### config.mk
export PLATFORM = sky130hd
export DESIGN_NAME = anomaly_alert_fsm
export DESIGN_NICKNAME = d
export VERILOG_FILES = /design/src/rtl/anomaly_alert_fsm.sv
export SDC_FILE = /design/constraint.sdc
export NUM_CORES = 1
export LEC_CHECK = 0
export BUFFER_PORTS_ARGS = -buffer_cell sky130_fd_sc_hd__buf_2
export CAP_MARGIN = 10
export CELL_PAD_IN_SITES_DETAIL_PLACEMENT = 0
export CELL_PAD_IN_SITES_GLOBAL_PLACEMENT = 1
export CORE_MARGIN = 2
export CORE_UTILIZATION = 28
export DETAILED_ROUTE_END_ITERATION = 10
export PLACE_DENSITY = 0.78
export SLEW_MARGIN = 0
export SYNTH_ARGS = -nofsm -noshare
export SYNTH_HDL_FRONTEND = slang
export SYNTH_SLANG_ARGS = --single-unit
### constraint.sdc
create_clock -name clk -period 2.4 [get_ports clk]
set_input_delay 0.48 -clock clk [delete_from_list [all_inputs] [get_ports clk]]
set_output_delay 0.48 -clock clk [all_outputs]
set_load 0.005 [all_outputs]
### src/rtl/anomaly_alert_fsm.sv
// Anomaly alert scorer: thresholds each feature window into a 0..9 score and a dominant
// class, then runs a debounced alert FSM with hold, acknowledge and cooldown.
module anomaly_alert_fsm #(
    parameter int PCHG_TH    = 48,
    parameter int DRIFT_TH   = 24,
    parameter int VOLR_TH    = 128,
    parameter int VOLA_TH    = 64,
    parameter int ARR_TH     = 200,
    parameter int SCORE_ON   = 3,
    parameter int SCORE_OFF  = 1,
    parameter int SCORE_CRIT = 6,
    parameter int HOLD_WIN   = 4,
    parameter int COOL_WIN   = 8
) (
    input  logic         clk,
    input  logic         rst,
    input  logic [127:0] features,
    input  logic         feature_valid,
    input  logic         alert_ack,
    output logic [3:0]   score,
    output logic [1:0]   alert_level,
    output logic [2:0]   alert_class,
    output logic         alert_pulse,
    output logic         alert_active,
    output logic [7:0]   event_count
);

    typedef enum logic [1:0] {
        S_IDLE  = 2'd0,
        S_ARMED = 2'd1,
        S_ALERT = 2'd2,
        S_COOL  = 2'd3
    } state_t;

    localparam logic [3:0] LP_ON   = 4'(SCORE_ON);
    localparam logic [3:0] LP_OFF  = 4'(SCORE_OFF);
    localparam logic [3:0] LP_CRIT = 4'(SCORE_CRIT);
    localparam logic [3:0] LP_HOLD = 4'(HOLD_WIN);
    localparam logic [7:0] LP_COOL = 8'(COOL_WIN);

    function automatic logic [7:0] sat_inc8(input logic [7:0] v);
        return (v == 8'hFF) ? v : v + 8'd1;
    endfunction

    logic [7:0] w_b0, w_b1, w_b3, w_b5, w_b6, w_b7;
    logic       w_f0, w_f1, w_f3, w_f5, w_f6, w_f7;
    logic [3:0] w_score;
    logic [2:0] w_class;
    logic       w_unused;

    assign w_b0 = features[7:0];
    assign w_b1 = features[15:8];
    assign w_b3 = features[31:24];
    assign w_b5 = features[47:40];
    assign w_b6 = features[55:48];
    assign w_b7 = features[63:56];
    assign w_unused = ^{features[127:64], features[39:32], features[23:16]};

    assign w_f0 = w_b0 >= 8'(PCHG_TH);
    assign w_f1 = w_b1 >= 8'(DRIFT_TH);
    assign w_f3 = w_b3 >= 8'(VOLR_TH);
    assign w_f5 = (w_b5 == 8'h00) || (w_b5 == 8'hFF);
    assign w_f6 = w_b6 >= 8'(VOLA_TH);
    assign w_f7 = w_b7 >= 8'(ARR_TH);

    assign w_score = {2'b00, w_f0, 1'b0} + {3'b000, w_f1} + {2'b00, w_f3, 1'b0}
                   + {3'b000, w_f5} + {2'b00, w_f6, 1'b0} + {3'b000, w_f7};

    always_comb begin
        w_class = 3'd0;
        if (w_f0 && w_f3)  w_class = 3'd1;
        else if (w_f6)     w_class = 3'd2;
        else if (w_f3)     w_class = 3'd3;
        else if (w_f5)     w_class = 3'd4;
        else if (w_f7)     w_class = 3'd5;
    end

    // Stage 1: window score, candidate class and window strobe
    logic [3:0] r_score_p1;
    logic [2:0] r_class_p1;
    logic       r_vld_p1;

    always_ff @(posedge clk or posedge rst) begin
        if (rst) begin
            r_score_p1 <= 4'd0;
            r_class_p1 <= 3'd0;
            r_vld_p1   <= 1'b0;
        end else begin
            r_vld_p1 <= feature_valid;
            if (feature_valid) begin
                r_score_p1 <= w_score;
                r_class_p1 <= w_class;
            end
        end
    end

    // Stage 2: alert state machine
    state_t     r_state, w_state_n;
    logic [3:0] r_hold, w_hold_n;
    logic [7:0] r_cool, w_cool_n;
    logic [2:0] r_class_lat, w_class_n;
    logic [7:0] r_event, w_event_n;
    logic       r_pulse, w_pulse_n;

    always_ff @(posedge clk or posedge rst) begin
        if (rst) begin
            r_state     <= S_IDLE;
            r_hold      <= 4'd0;
            r_cool      <= 8'd0;
            r_class_lat <= 3'd0;
            r_event     <= 8'd0;
            r_pulse     <= 1'b0;
        end else begin
            r_state     <= w_state_n;
            r_hold      <= w_hold_n;
            r_cool      <= w_cool_n;
            r_class_lat <= w_class_n;
            r_event     <= w_event_n;
            r_pulse     <= w_pulse_n;
        end
    end

    always_comb begin
        w_state_n = r_state;
        w_hold_n  = r_hold;
        w_cool_n  = r_cool;
        w_class_n = r_class_lat;
        w_event_n = r_event;
        w_pulse_n = 1'b0;
        case (r_state)
            S_IDLE: begin
                if (r_vld_p1 && (r_score_p1 >= LP_ON)) w_state_n = S_ARMED;
            end
            S_ARMED: begin
                if (r_vld_p1) begin
                    if (r_score_p1 >= LP_ON) begin
                        w_state_n = S_ALERT;
                        w_pulse_n = 1'b1;
                        w_class_n = r_class_p1;
                        w_event_n = sat_inc8(r_event);
                        w_hold_n  = 4'd0;
                    end else begin
                        w_state_n = S_IDLE;
                    end
                end
            end
            S_ALERT: begin
                // Acknowledge takes priority; a coincident window is dropped.
                if (alert_ack) begin
                    w_state_n = S_COOL;
                    w_cool_n  = 8'd0;
                end else if (r_vld_p1) begin
                    if (r_score_p1 <= LP_OFF) begin
                        if (r_hold + 4'd1 == LP_HOLD) begin
                            w_state_n = S_COOL;
                            w_cool_n  = 8'd0;
                        end else begin
                            w_hold_n = r_hold + 4'd1;
                        end
                    end else begin
                        w_hold_n = 4'd0;
                    end
                end
            end
            S_COOL: begin
                if (r_vld_p1) begin
                    if (r_cool + 8'd1 == LP_COOL) w_state_n = S_IDLE;
                    else                          w_cool_n  = r_cool + 8'd1;
                end
            end
            default: w_state_n = S_IDLE;
        endcase
    end

    always_comb begin
        alert_level = 2'd0;
        case (r_state)
            S_ARMED: alert_level = 2'd1;
            S_ALERT: alert_level = (r_score_p1 >= LP_CRIT) ? 2'd3 : 2'd2;
            default: alert_level = 2'd0;
        endcase
    end

    assign score        = r_score_p1;
    assign alert_class  = r_class_lat;
    assign alert_pulse  = r_pulse;
    assign alert_active = (r_state == S_ALERT);
    assign event_count  = r_event;

endmodule

==> results by stage <==
Setup path:
- For the worst flop-to-flop path, the logic depth is 6.
- The worst setup path startpoint is r_cool[0]$_DFFE_PP0P_.
- In this run the worst path has a maximum fanout of 7.
- The startpoint of the worst register-to-register path is r_cool[0]$_DFFE_PP0P_.
- The endpoint of the worst setup timing path is r_cool[1]$_DFFE_PP0P_.
- The classification of the worst setup path is flop to flop.
- STA classifies the critical path endpoint as a flop.
- The startpoint type of the worst setup path is a flop.
- The setup slack of the most critical reg-to-reg path is 290 ps.
- At the worst endpoint, the required time is 2620 ps.
- The worst register-to-register path ends at r_cool[1]$_DFFE_PP0P_.
- At the worst endpoint, the arrival time is 2330 ps.

Final layout:
- In the layout the commonest cells are 47 x sky130_fd_sc_hd__buf_2, 34 x sky130_fd_sc_hd__dfrtp_1, 17 x sky130_fd_sc_hd__nand2_1.
- The post-route cell area is about 2500 um^2.
- The number of inserted filler cells in the final layout is between 700 and 800.
- The net count of the finished layout is ~400.
- The multi-input logic area is between 1000 and 1500 um^2.
- Leaving out fill and tap cells, the most frequent cell in the layout is sky130_fd_sc_hd__buf_2.
- Summing all flip-flop and latch instances after layout gives between 800 and 900 um^2.
- The antenna cell count is 0.
- The fraction of final layout cells sized beyond drive strength 1 is roughly 29%.
- The layout-stage area growth over the synthesis result is 21.8%.

Global routing:
- The via count of the first global-routing pass is about 1700.
- The global-route wire length before repair is 7510 um.
- Global routing consumed, over all layers together, between 10% and 20% of the routing resources.
- The overall overflow remaining after global route is 0.
- Entering global routing, the biggest net connects 35 pins.
- The initial antenna violation count is 0.

Floorplan:
- The I/O pin total is around 150.
- The number of rows created at floorplan is 31.
- In this run the horizontal extent of the chip is about 90 um.
- The core area is approximately 7200 um^2.
- The floorplan die area is 8020 um^2.
- The die is approximately 90 um tall.
- The initial utilization of the core area, before any placement, comes to 28.6%.

Synth:
- After Yosys synthesis, full adders, half adders and majority gates account for a little under a tenth of the synthesized area.
- In this run, synthesis produced a sequential element count of 34.
- The Yosys step of the flow raised 0 warnings.
- In this run, synthesis inferred 0 flip-flops with an integrated enable.
- The fraction of registers with async set/reset is between 90% and 100%.
- The simple-gate share of the synthesized area is between 15 and 20%.
- The cell count after synthesis came out at ~200.
- By area, the combinational part of the netlist is dominated by compound AO/OA/AOI/OAI gates.
- The multiplexer share of the synthesized area is 5.19%.
- The predominant post-synthesis flop cell is sky130_fd_sc_hd__dfrtp_1.
- The share of the synthesized netlist area taken by xor and xnor gates is under 10%.
- The share of the synthesized area in compound gates (AO/OA/AOI/OAI) is 18.3%.
- The synthesized netlist contains 52 unique library cells.
- The share of synthesized area occupied by flip-flops and latches is a little over 40%.
- The synthesized netlist net count is between 300 and 400.
- A synthesized cell averages between 10 and 15 um^2.
- The mapped netlist covers about 2100 um^2.

Timing:
- Counting I/O delays and the setup requirement, the final critical path takes approximately 2100 ps.
- Dividing the final minimum period by the clock period gives roughly 88%.
- The final critical-path setup slack is 290 ps.
- Summed over all failing endpoints, the final setup total negative slack is 0 ps.
- The timing-limited maximum frequency is 0.474 GHz.
- The measured slew at the worst slew-check pin is 477 ps.
- Hold is met by 265 ps.
- The max-slew violation total from the final report is 0.
- The worst slew margin relative to its limit is 67.4%.
- The number of hold violations in the final report is 0.
- The final worst clock skew is 10.2 ps.
- Setup repair after global routing left no endpoint under its margin.
- The total of endpoints with negative setup slack in the final report is 0.

Routing:
- Before antenna repair, the detailed router went through 4 iterations.
- The violation count after the first detailed-routing iteration is between 70 and 80.
- The count of nets left with antenna violations once routing finished came out at 0.
- The detail-routed via count per cell is approximately 4.7.
- The via count of the routed design is between 1500 and 2000.
- In the routed design, unresolved DRC markers number 0.
- In the final routed layout, each cell accounts on average for 11.9 um.
- The final layout contains routed wiring with a total length of around 4200 um.

Clocking:
- At the later pin of the worst-skew pair, clock insertion delay measures between 200 and 300 ps.
- Clock-pin slew was measured on the worst setup and hold paths at around 80 ps.
- The number of gates resized after CTS was 0.
- In this run the post-CTS setup repair buffer count came out at 0.
- The tree is rooted in a sky130_fd_sc_hd__clkbuf_8.
- Counting every sink on the clock net gives 34.
- The number of clock buffers added by TritonCTS is 5.
- TritonCTS built the clock tree.
- The number of buffers inserted for hold repair after clock tree synthesis is 0.
- The depth of the CTS H-tree is 2.
- The number of buffers on the longest clock path is 2.

Power:
- The analysis attributes to net switching a power of 0.719 mW.
- The maximum resistive drop on vdd is roughly 0.00054 V.
- The internal power summed over all cells is between 1 and 1.5 mW.
- The design draws 1.96 mW.
- Combinational logic is responsible for a little over a third of the overall power.
- The analysis attributes to cell leakage a power of roughly 1.2 nW.
- The clock network fraction of design power is about 23%.
- The share of total power consumed by net switching is between 30% and 40%.
- The power per cell area is between 700 and 800 nW/um^2.
- The share of total power in sequential cells is approximately two fifths.

Place:
- Buffers placed on the I/O ports in this run total 47.
- The placed instances occupy a cell area of roughly 2400 um^2.
- Once detailed placement completed, the half-perimeter wirelength came to around 3200 um.
- The final RePlAce weighted congestion is around 0.78.
- The setup slack at placement is ~64 ps.

Status:
- The flow ran to the end, and the final reports show no timing, DRC or antenna violations.

Run:
- Across the run, the number of max-cap violations was 0.

Worst hold path:
- The class of the tightest hold or removal check is input pin to async pin.
critical path: stages, from the launching register on:
cell and delay (ps):
sky130_fd_sc_hd__dfrtp_1 440, sky130_fd_sc_hd__ha_1 300, sky130_fd_sc_hd__nor4_1 260, sky130_fd_sc_hd__a31oi_1 110, sky130_fd_sc_hd__a2111oi_4 480, sky130_fd_sc_hd__a31o_4 270, sky130_fd_sc_hd__mux2i_1 180
logic make-up after synthesis:
group,Yosys count
xor gates and xnor gates,9
DFF,34
and+or+nand+nor,66
muxes,10
adders and majority gates,14
AOI/OAI and AO/OA,47
buffers and inverters,24
power by group through the flow:
stage / Combinational, mW / Sequential [mW] / Clock [mW]
2_1_floorplan: 0.487 / 0.791 / 0
3_5_place_dp: 0.709 / 0.826 / 0
5_1_grt: 0.803 / 0.839 / 0.468
6_report: 0.697 / 0.817 / 0.442
4_1_cts: 0.711 / 0.818 / 0.454
3_3_place_gp: 0.695 / 0.822 / 0
layout make-up:
cell class | instances | area share [%]
sequential | 34 | 34.1
tap | 99 | 4.96
multi-input combinational | 146 | 43.8
timing repair buffer | 53 | 11.2
inverter | 15 | 2.25
clock buffer | 7 | 3.46
clock inverter | 1 | 0.200
routing by layer:
metal,vias up,global-route usage [%],routed length (um)
li1,840,-,-
met5,-,0,0
met1,796,15.0,1930
met3,3,3.84,234
met2,35,19.5,2010
met4,0,2.44,34
flip-flops by register name, indices dropped and copies added, names as in the netlist, named ones only:
register / flops
r_state: 1
alert_class: 3
alert_pulse: 1
r_class_p1: 3
r_vld_p1: 1
r_cool: 8
r_hold: 4
score: 4
event_count: 8
through the flow:
step / cells / util [%]
2_1_floorplan: 204 / -
3_3_place_gp: 347 / 33.5
3_5_place_dp: 347 / 33.5
4_1_cts: 355 / 34.8
5_1_grt: 355 / 34.8
6_report: 355 / 34.8
worst min path at each step:
stage                               startpoint  depth (start not counted)  slack [ps]                         end
finish                                     rst                          3         260       r_cool[6]$_DFFE_PP0P_
global route                               rst                          3         320       r_cool[3]$_DFFE_PP0P_
CTS                                        rst                          3         280       r_cool[2]$_DFFE_PP0P_
detailed placement   r_class_p1[2]$_DFFE_PP0P_                          2         470  alert_class[2]$_DFFE_PP0P_
global placement    alert_class[1]$_DFFE_PP0P_                          2         460  alert_class[1]$_DFFE_PP0P_
floorplan            r_class_p1[2]$_DFFE_PP0P_                          2         430  alert_class[2]$_DFFE_PP0P_
synth_stat cells, types with 4 or more instances:
cell	number	area, um^2
sky130_fd_sc_hd__nand2_1	17	63.8
sky130_fd_sc_hd__o21ai_0	8	40.0
sky130_fd_sc_hd__a21oi_1	8	40.0
sky130_fd_sc_hd__ha_1	12	150
sky130_fd_sc_hd__nand4_1	7	43.8
sky130_fd_sc_hd__xnor2_1	6	52.6
sky130_fd_sc_hd__and3_1	5	31.3
sky130_fd_sc_hd__a31oi_1	5	31.3
sky130_fd_sc_hd__inv_1	15	56.3
sky130_fd_sc_hd__nand3_1	8	40.0
sky130_fd_sc_hd__mux2_2	5	56.3
sky130_fd_sc_hd__clkbuf_1	4	15.0
sky130_fd_sc_hd__mux2i_1	5	50.1
sky130_fd_sc_hd__dfrtp_1	34	851
sky130_fd_sc_hd__nor2_1	13	48.8
No activity file was read; power rests on OpenSTA's default activity.
